==> src/rtl/turn_input_conditioner.sv <==
// Front end for the tail-light turn FSM: synchronises and debounces the turn
// switches, arbitrates them into exclusive latched requests, and paces steps with tick.
module turn_input_conditioner #(
  parameter int DEBOUNCE_CYCLES = 1_000_000,
  parameter int TICK_CYCLES     = 33_554_432
) (
  input  logic clk,
  input  logic reset,
  input  logic left_sw,
  input  logic right_sw,
  output logic left_req,
  output logic right_req,
  output logic tick
);

  localparam int DB_W = $clog2(DEBOUNCE_CYCLES);
  localparam int TK_W = $clog2(TICK_CYCLES);
  localparam logic [DB_W-1:0] DB_LAST = DB_W'(DEBOUNCE_CYCLES - 1);
  localparam logic [TK_W-1:0] TK_LAST = TK_W'(TICK_CYCLES - 1);

  typedef enum logic [1:0] {
    ST_IDLE  = 2'b00,
    ST_LEFT  = 2'b01,
    ST_RIGHT = 2'b10
  } state_t;

  // Channel index 0 is left, 1 is right.
  logic [1:0]      sw_s;
  logic [1:0]      sync1_r;
  logic [1:0]      sync2_r;
  logic [1:0]      deb_r;
  logic [DB_W-1:0] deb_cnt_r [2];
  logic [TK_W-1:0] tick_cnt_r;
  logic            tick_r;
  logic            db_l_s;
  logic            db_r_s;
  state_t          state_r;
  state_t          next_state_s;
  logic            left_req_s;
  logic            right_req_s;

  assign sw_s   = {right_sw, left_sw};
  assign db_l_s = deb_r[0];
  assign db_r_s = deb_r[1];

  // Two-flop synchroniser for both raw switches.
  always_ff @(posedge clk or negedge reset) begin
    if (!reset) begin
      sync1_r <= 2'b00;
      sync2_r <= 2'b00;
    end else begin
      sync1_r <= sw_s;
      sync2_r <= sync1_r;
    end
  end

  // Per-channel debounce: a new level must persist for DEBOUNCE_CYCLES samples.
  always_ff @(posedge clk or negedge reset) begin
    if (!reset) begin
      deb_r <= 2'b00;
      for (int i = 0; i < 2; i++) begin
        deb_cnt_r[i] <= '0;
      end
    end else begin
      for (int i = 0; i < 2; i++) begin
        if (sync2_r[i] != deb_r[i]) begin
          if (deb_cnt_r[i] == DB_LAST) begin
            deb_r[i]     <= sync2_r[i];
            deb_cnt_r[i] <= '0;
          end else begin
            deb_cnt_r[i] <= deb_cnt_r[i] + DB_W'(1);
          end
        end else begin
          deb_cnt_r[i] <= '0;
        end
      end
    end
  end

  // Free-running step timer; tick is high the cycle after the counter wraps.
  always_ff @(posedge clk or negedge reset) begin
    if (!reset) begin
      tick_cnt_r <= '0;
      tick_r     <= 1'b0;
    end else if (tick_cnt_r == TK_LAST) begin
      tick_cnt_r <= '0;
      tick_r     <= 1'b1;
    end else begin
      tick_cnt_r <= tick_cnt_r + TK_W'(1);
      tick_r     <= 1'b0;
    end
  end

  // Arbiter state register.
  always_ff @(posedge clk or negedge reset) begin
    if (!reset) begin
      state_r <= ST_IDLE;
    end else begin
      state_r <= next_state_s;
    end
  end

  // Arbiter next state: the opposite switch cancels at once, release waits for tick.
  always_comb begin
    next_state_s = ST_IDLE;
    case (state_r)
      ST_IDLE: begin
        if (db_l_s && !db_r_s) begin
          next_state_s = ST_LEFT;
        end else if (db_r_s && !db_l_s) begin
          next_state_s = ST_RIGHT;
        end else begin
          next_state_s = ST_IDLE;
        end
      end
      ST_LEFT: begin
        if (db_r_s) begin
          next_state_s = ST_IDLE;
        end else if (tick_r && !db_l_s) begin
          next_state_s = ST_IDLE;
        end else begin
          next_state_s = ST_LEFT;
        end
      end
      ST_RIGHT: begin
        if (db_l_s) begin
          next_state_s = ST_IDLE;
        end else if (tick_r && !db_r_s) begin
          next_state_s = ST_IDLE;
        end else begin
          next_state_s = ST_RIGHT;
        end
      end
      default: begin
        next_state_s = ST_IDLE;
      end
    endcase
  end

  // Request decode; the unused encoding drives neither request.
  always_comb begin
    left_req_s  = 1'b0;
    right_req_s = 1'b0;
    case (state_r)
      ST_LEFT: begin
        left_req_s  = 1'b1;
        right_req_s = 1'b0;
      end
      ST_RIGHT: begin
        left_req_s  = 1'b0;
        right_req_s = 1'b1;
      end
      default: begin
        left_req_s  = 1'b0;
        right_req_s = 1'b0;
      end
    endcase
  end

  assign left_req  = left_req_s;
  assign right_req = right_req_s;
  assign tick      = tick_r;

endmodule
==> config.mk <==
export PLATFORM = sky130hd
export DESIGN_NAME = turn_input_conditioner
export DESIGN_NICKNAME = d
export VERILOG_FILES = /design/src/rtl/turn_input_conditioner.sv
export SDC_FILE = /design/constraint.sdc
export NUM_CORES = 1
export LEC_CHECK = 0
export ABC_AREA = 1
export CORE_MARGIN = 10
export CORE_UTILIZATION = 60
export DETAILED_ROUTE_END_ITERATION = 10
export PLACE_DENSITY = 0.83
export SLEW_MARGIN = 10
export SYNTH_ARGS = -nofsm -noshare
export SYNTH_HDL_FRONTEND = slang
export SYNTH_SLANG_ARGS = --single-unit
export TNS_END_PERCENT = 10
==> constraint.sdc <==
create_clock -name clk -period 1.68 [get_ports clk]
set_input_delay 0.336 -clock clk [delete_from_list [all_inputs] [get_ports clk]]
set_output_delay 0.336 -clock clk [all_outputs]
set_load 0.05 [all_outputs]
==> run summary <==
Clk Latency, worst-skew pair = 350 ps
crit path max fanout = 7
Synth cell types = 30
R2R Setup Slk = 170 ps
CTS Buf Count = 9
Worst Path Required = 1910 ps
CP endpoint kind = flop
Die Area = 10,360 um^2
clock-pin transition on the worst setup and hold timing paths = 80 ps
Final ANT Viol Nets = 0
pre-CTS setup slack = 159.7 ps
Syn Inst Count = 511
H-tree depth = 3
pin count of the biggest net entering global routing = 37
post-layout minimum cycle time = 1512 ps
Slew @ Worst Pin = 458.2 ps
clock root cell = clkbuf_8
ys async rst share = 100.0%
DR pass1 iterations = 4
Layout area overhead = 10.19%
leakage power = 1.923 nW
synth warn = 0
Peak Freq = 661.6 MHz
hold-fix buffers at CTS = 1
Placeable Area = 6422 um^2
Synth Net Count = 518
Final Skew = 10.28 ps
syn avg cell area = 7.857 um^2
Setup Buffers After CTS = 0
setup total negative slack = 0 ps
gr ovfl total = 0
DIE HEIGHT = 101.8 um
initial antenna violation count = 0
first-pass GRT wire length = 14,220 um
Sequential cell area = 1852 um^2
CTS tree = done
Post-synth EDFFs = 0
DRT iter0 DRCs = 147
Setup violations, final = 0
number of global-route vias before repair = 3,186
NumNets Final = 537
final count of hold timing violations = 0
DP HPWL = 5908 um
DR vias = 3,236
RePlAce Congestion = 0.8991
I/O pins = 7
Routed WL per cell = 12.92 um
Max IR drop VDD = 0.6429 mV
Hold WS = 362.5 ps
Most used DFF post-synth = dfrtp_1
CP Class = flop to flop
Cell Pwr Density = 751.0 nW/um^2
status = complete, no violations
sequential-to-total area share from yosys stat = 46.12%
Via density = 5.288
Port Buf Inserts = 6
Slew Limit Fails = 0
post-synth top area cell = dfrtp_1
Final Util = 68.89%
RSZ-0062 raised after global routing = false
share of cells above drive strength 1 = 10.65%
ranking of synthesized cells by area = dfrtp_1 46%, nand2_1 11%, nor2_1 10%
Die X = 101.8 um
Seq cells post-synth = 74
# resized after CTS = 0
initial core utilization = 62.52%
Residual DRC = 0
arrival time worst endpoint = 1740 ps
crit path launch type = flop
ant diodes = 0
count leader, synth = nand2_1
type of the worst min-delay path = flop to flop
Final WS setup = 168.5 ps
fillers = 513
routed wire length = 7910 um
Slew HR = 69.22%
top cell type's share of synthesized area = 46.12%
all-layer global routing usage = 16.99%
row count = 29
clock sinks = 74
period utilization = 89.97%
area of the multi-input gates = 1947 um^2
cell area after synthesis = 4015 um^2
max-cap violation count = 0
Max Root-Sink Buffers = 2
Post-synth top cells = 117 x nand2_1, 111 x nor2_1, 74 x dfrtp_1, 52 x inv_1, 41 x nand3_1
[per-stage QoR]
step                      power [W]  instance area [um^2]  cells
after detailed placement   0.001942                  4209    595
after global routing       0.003452                  4424    612
after global placement     0.001940                  4209    595
after CTS                  0.003357                  4424    612
final                      0.003322                  4424    612
after floorplan            0.001883                  4015    511
[layout make-up]
type	instances	area share [%]
clock buffer	12	3.507
clock inverter	4	1.131
sequential	74	41.86
timing repair buffer	9	2.545
inverter	56	4.779
tap	77	2.178
multi-input combinational	380	44.00
[worst paths after layout]
path	startpoint	to	cells past startpoint
max	tick_cnt_r[0]$_DFF_PN0_	tick_cnt_r[15]$_DFF_PN0_	8
min	sync1_r[0]$_DFF_PN0_	sync2_r[0]$_DFF_PN0_	0
max reg2reg	tick_cnt_r[0]$_DFF_PN0_	tick_cnt_r[15]$_DFF_PN0_	8
min reg2reg	sync1_r[0]$_DFF_PN0_	sync2_r[0]$_DFF_PN0_	0
max in group asynchronous	reset	tick_cnt_r[6]$_DFF_PN0_	3
min in group asynchronous	reset	deb_cnt_r[35]$_DFF_PN0_	2
[cell families after synthesis]
logic type      count (synthesis)  share of synthesized area, %
flops                          74                         46.12
xor+xnor                       33                         7.386
buf+inv                        57                         5.391
fa+ha+maj                       3                        0.9350
simple gates                  322                         37.18
compound gates                 22                         2.991
[cell usage in the layout, fill, tap and decap left out, types with 4 or more instances in the layout]
master | Yosys | layout
nor2_2 | 7 | 7
a21oi_1 | 13 | 13
nand2_1 | 117 | 117
xor2_1 | 13 | 13
nand4_1 | 10 | 10
nand2_2 | 4 | 4
nand3_1 | 41 | 41
clkbuf_8 | 0 | 11
nor2_1 | 111 | 111
inv_1 | 52 | 52
dfrtp_1 | 74 | 74
xnor2_1 | 19 | 19
nor2_4 | 8 | 8
nor3_1 | 9 | 9
o21ai_0 | 7 | 7
[power breakdown]
group / internal (W) / switching [W] / leakage, nW
Clock: 0.000765 / 0.000651 / 0.0986
Combinational: 0.0000304 / 0.0000677 / 0.819
Sequential: 0.00180 / 0.0000119 / 1.01
Total: 0.00259 / 0.000731 / 1.92
[routing by layer]
metal / track usage (%) / part of all wire (%)
met2: 28.43 / 49
met4: 5.171 / 1.4
met5: 0 / 0
met1: 20.62 / 45
met3: 5.106 / 5.0
[worst max-delay path, stage by stage (launching register included)]
cell	delay (ps)
dfrtp_1	420
ha_1	250
nand3_4	130
inv_2	110
nand2_4	80
nor2_8	140
nand3_4	100
clkinv_2	110
a21oi_1	50
[sequential cells by signal, summed over array words and instances (netlist names)]
signal	flops
tick	1
sync1_r	2
tick_cnt_r	25
deb_r	2
deb_cnt_r	40
state_r	2
sync2_r	2
(Power assumes the default switching activity.)
==> RTL edit 1, RTL diff (same flow settings) <==
The 3 states of `state_t` get a one-hot encoding in 3 bits.
--- a/src/rtl/turn_input_conditioner.sv
+++ b/src/rtl/turn_input_conditioner.sv
@@ -20,6 +20,6 @@
 
-  typedef enum logic [1:0] {
-    ST_IDLE  = 2'b00,
-    ST_LEFT  = 2'b01,
-    ST_RIGHT = 2'b10
+  typedef enum logic [2:0] {
+    ST_IDLE  = 3'b001,
+    ST_LEFT  = 3'b010,
+    ST_RIGHT = 3'b100
   } state_t;
Function: no difference found for any inputs over 10 cycles, from zero or initial values and one cycle with reset low; not proved beyond that.
==> RTL edit 1 against the original RTL <==
Total power grew 5.1%; routed wire length grew 3.0%; sequential cell count grew 1; worst hold slack is essentially flat; design area grew 3.3%; register-to-register slack gained 0.03 ns; critical path depth shrank 4; setup slack lost 0.079 ns; global-route usage grew 0.49 points; synthesized area grew 2.9%; critical path type is now flop to output port; critical endpoint is now right_req; highest routed layer unchanged.
==> RTL edit 1: results (changes against the original RTL) <==
- Met2 Use GR: 29.40% (was 28.43%)
- Non-CTS inverters: 64 (was 56)
- Status: finished, final reports clean (unchanged)
- Worst-path fanout max: 3 (was 7)
- Pwr Total: 3.491 mW (was 3.322 mW)
- PD cells: 763.7 mW/mm^2 (was 751.0 mW/mm^2)
- Final Wtd Congestion: 0.8993 (was 0.8991)
- Grt met3 use: 4.357% (was 5.106%)
- Fraction of area in multi-input gates: 44.13% (was 44.00%)
- CTS Sinks: 75 (was 74)
- Area fraction of clock buffers and clock inverters: 4.955% (was 4.638%)
- Most frequent cells after synthesis: nand2_1 (120), nor2_1 (109), dfrtp_1 (74), inv_1 (57), nand3_1 (40) (was nand2_1 (117), nor2_1 (111), dfrtp_1 (74), inv_1 (52), nand3_1 (41))
- Peak per-stage delay on the critical path: 0.53 ns (was 0.42 ns)
- Nets: 555 (was 537)
- Reg-to-reg setup timing slack: 0.20 ns (was 0.17 ns)
- Worst-Margin Slew: 0.3847 ns (was 0.4582 ns)
- Largest net degree at the start of global routing: 36 (was 37)
- Slowest CP cell: dfstp_2 (was dfrtp_1)
- Sw Ratio: 21.88% (was 21.99%)
- Adder-Cell Fraction of Synth Area: 1.515% (was 0.9349%)
- VDD IR max: 0.5278 mV (was 0.6429 mV)
- Final Skew: 0.007951 ns (was 0.01028 ns)
- Placed insts: 614 (was 595)
- Top flop regs: deb_cnt_r (40), tick_cnt_r (25), state_r (3) (was deb_cnt_r (40), tick_cnt_r (25))
- Layout cells sized above 1: 11.80% (was 10.65%)
- Place WS: 0.2106 ns (was 0.1597 ns)
- Fill cells: 526 (was 513)
- Worst hold slack: 0.3630 ns (was 0.3625 ns)
- Met3 routed WL: 387 microns (was 393 microns)
- Combinational Power: 0.0999 mW (was 0.0981 mW)
RTL edit 1: changes by cell type after synthesis, sizes merged, moves of 2 or more:
cell and delta:
a21oi -4, ha +2, inv +8, nand2 +4, nand3b +2, nor3 -3, o21ai +4, o21bai +2
xnor2 -2, xor2 +5
RTL edit 1: worst paths after layout:
check | cells past startpoint | to | from
setup / recovery | 4 | right_req | state_r[0]$_DFF_PN1_
hold / removal | 0 | sync2_r[1]$_DFF_PN0_ | sync1_r[1]$_DFF_PN0_
setup reg to reg | 6 | deb_cnt_r[23]$_DFF_PN0_ | deb_cnt_r[20]$_DFF_PN0_
hold reg to reg | 0 | sync2_r[1]$_DFF_PN0_ | sync1_r[1]$_DFF_PN0_
max in group asynchronous | 3 | sync1_r[0]$_DFF_PN0_ | reset
min in group asynchronous | 2 | deb_cnt_r[16]$_DFF_PN0_ | reset
RTL edit 1: what timing repair did:
action,CTS,global route
gates resized for setup,0,3
hold endpoints to repair,22,0
endpoints found under the setup margin,0,2
hold buffers,1,0
buffers inserted,0,0
==> RTL edit 2, RTL diff (same flow settings) <==
Without the edit above. The parameter `TICK_CYCLES` goes from 33_554_432 to 16_777_216.
--- a/src/rtl/turn_input_conditioner.sv
+++ b/src/rtl/turn_input_conditioner.sv
@@ -4,3 +4,3 @@
   parameter int DEBOUNCE_CYCLES = 1_000_000,
-  parameter int TICK_CYCLES     = 33_554_432
+  parameter int TICK_CYCLES     = 16_777_216
 ) (
Function: no difference found for any inputs over 10 cycles, from zero or initial values and one cycle with reset low; that may be too few to reach the edited logic, so the function may still have changed.
==> RTL edit 2 against the original RTL <==
Global-route usage down 1.4 points; sequential cell count down 1; setup slack worse by 0.0067 ns; die area down 2.2%; combinational power down 2.7%; critical path depth down 1; total power down 7.9%; fmax down 0.44%; synthesized area down 2.8%; first-iteration DRC count up 28%; routed wire length down 4.2%; design area down 3.5%; critical endpoint is now tick_cnt_r[11]$_DFF_PN0_; largest cell class unchanged; largest power group unchanged.
==> RTL edit 2: results (changes against the original RTL) <==
- Syn nets: 516 (was 518)
- DRT Wirelength: 7.577 mm (was 7.910 mm)
- Leak pwr: 1.861 nW (was 1.923 nW)
- VDD IR max: 0.6824 mV (was 0.6429 mV)
- Share of the yosys chip area belonging to registers: 46.79% (was 46.12%)
- Layout cells sized above 1: 9.023% (was 10.65%)
- Post-DP HPWL: 5.542 mm (was 5.908 mm)
- Status: finished, final reports clean (unchanged)
- Worst hold slack: 0.3527 ns (was 0.3625 ns)
- Hold path start: sync1_r[1]$_DFF_PN0_ (was sync1_r[0]$_DFF_PN0_)
- Multi-input logic area: 0.001877 sq mm (was 0.001947 sq mm)
- Vias in the first global route: 2976 (was 3186)
- DR WL/cell: 12.44 microns (was 12.92 microns)
- Sequential cells: 73 (was 74)
- Top flop regs: deb_cnt_r (40), tick_cnt_r (24) (was deb_cnt_r (40), tick_cnt_r (25))
- Hold Path End: sync2_r[1]$_DFF_PN0_ (was sync2_r[0]$_DFF_PN0_)
- Fill cells: 519 (was 513)
- Multi-In Gates: 385 (was 380)
- GRT Total Usage: 15.64% (was 16.99%)
- Placed insts: 594 (was 595)
- Sequential power share: 58.3% (was 54.4%)
- Slew margin rel.: 64.79% (was 69.22%)
- Final Wtd Congestion: 0.9695 (was 0.8991)
- Clk pwr share: 38.6% (was 42.6%)
- First-pass GRT wire length: 13.11 mm (was 14.22 mm)
- Wl on met1: 3.441 mm (was 3.547 mm)
- Signal buffers share of area: 2.814% (was 2.545%)
- NetSw: 0.6939 mW (was 0.7305 mW)
- Post-synthesis instance total: 509 (was 511)
- Via count: 3245 (was 3236)
- DR iter-0 viols: 188 (was 147)
- Grt met3 use: 3.704% (was 5.106%)
- Met3 routed WL: 478 microns (was 393 microns)
- Pint: 2.366 mW (was 2.592 mW)
- Worst-path fanout max: 12 (was 7)
- Drt pass-1 iters: 5 (was 4)
- Register area: 0.001827 sq mm (was 0.001852 sq mm)
- Critical Path End: tick_cnt_r[11]$_DFF_PN0_ (was tick_cnt_r[15]$_DFF_PN0_)
-- RTL edit 2: changes by cell type after synthesis, moves of 5 or more --
cell     change
a21oi_1      -7
nor2_1       +9
nor2_2       +9
xor2_1      +11
nor2_4       -6
xnor2_1      -5
nand2_1      +5
inv_1        -5
-- RTL edit 2: cells by family (layout without fill, tap and decap cells) --
logic type,count (synthesis),after routing,share of synthesized area [%]
DFF,73,73,46.79
xor gates and xnor gates,38,38,8.526
and+or+nand+nor,328,328,36.19
AOI/OAI and AO/OA,16,16,2.211
adders and majority gates,3,3,0.9616
buffers and inverters,51,74,5.321
-- RTL edit 2: metrics by stage --
stage	util (%)	instance area [sq um]	setup WS, ns
finish	67.23	4269	0.1617
global route	67.23	4269	0.01287
CTS	67.11	4262	0.1564
detailed placement	64.41	4090	0.1669
global placement	64.41	4090	0.2188
floorplan	-	3904	0.1979
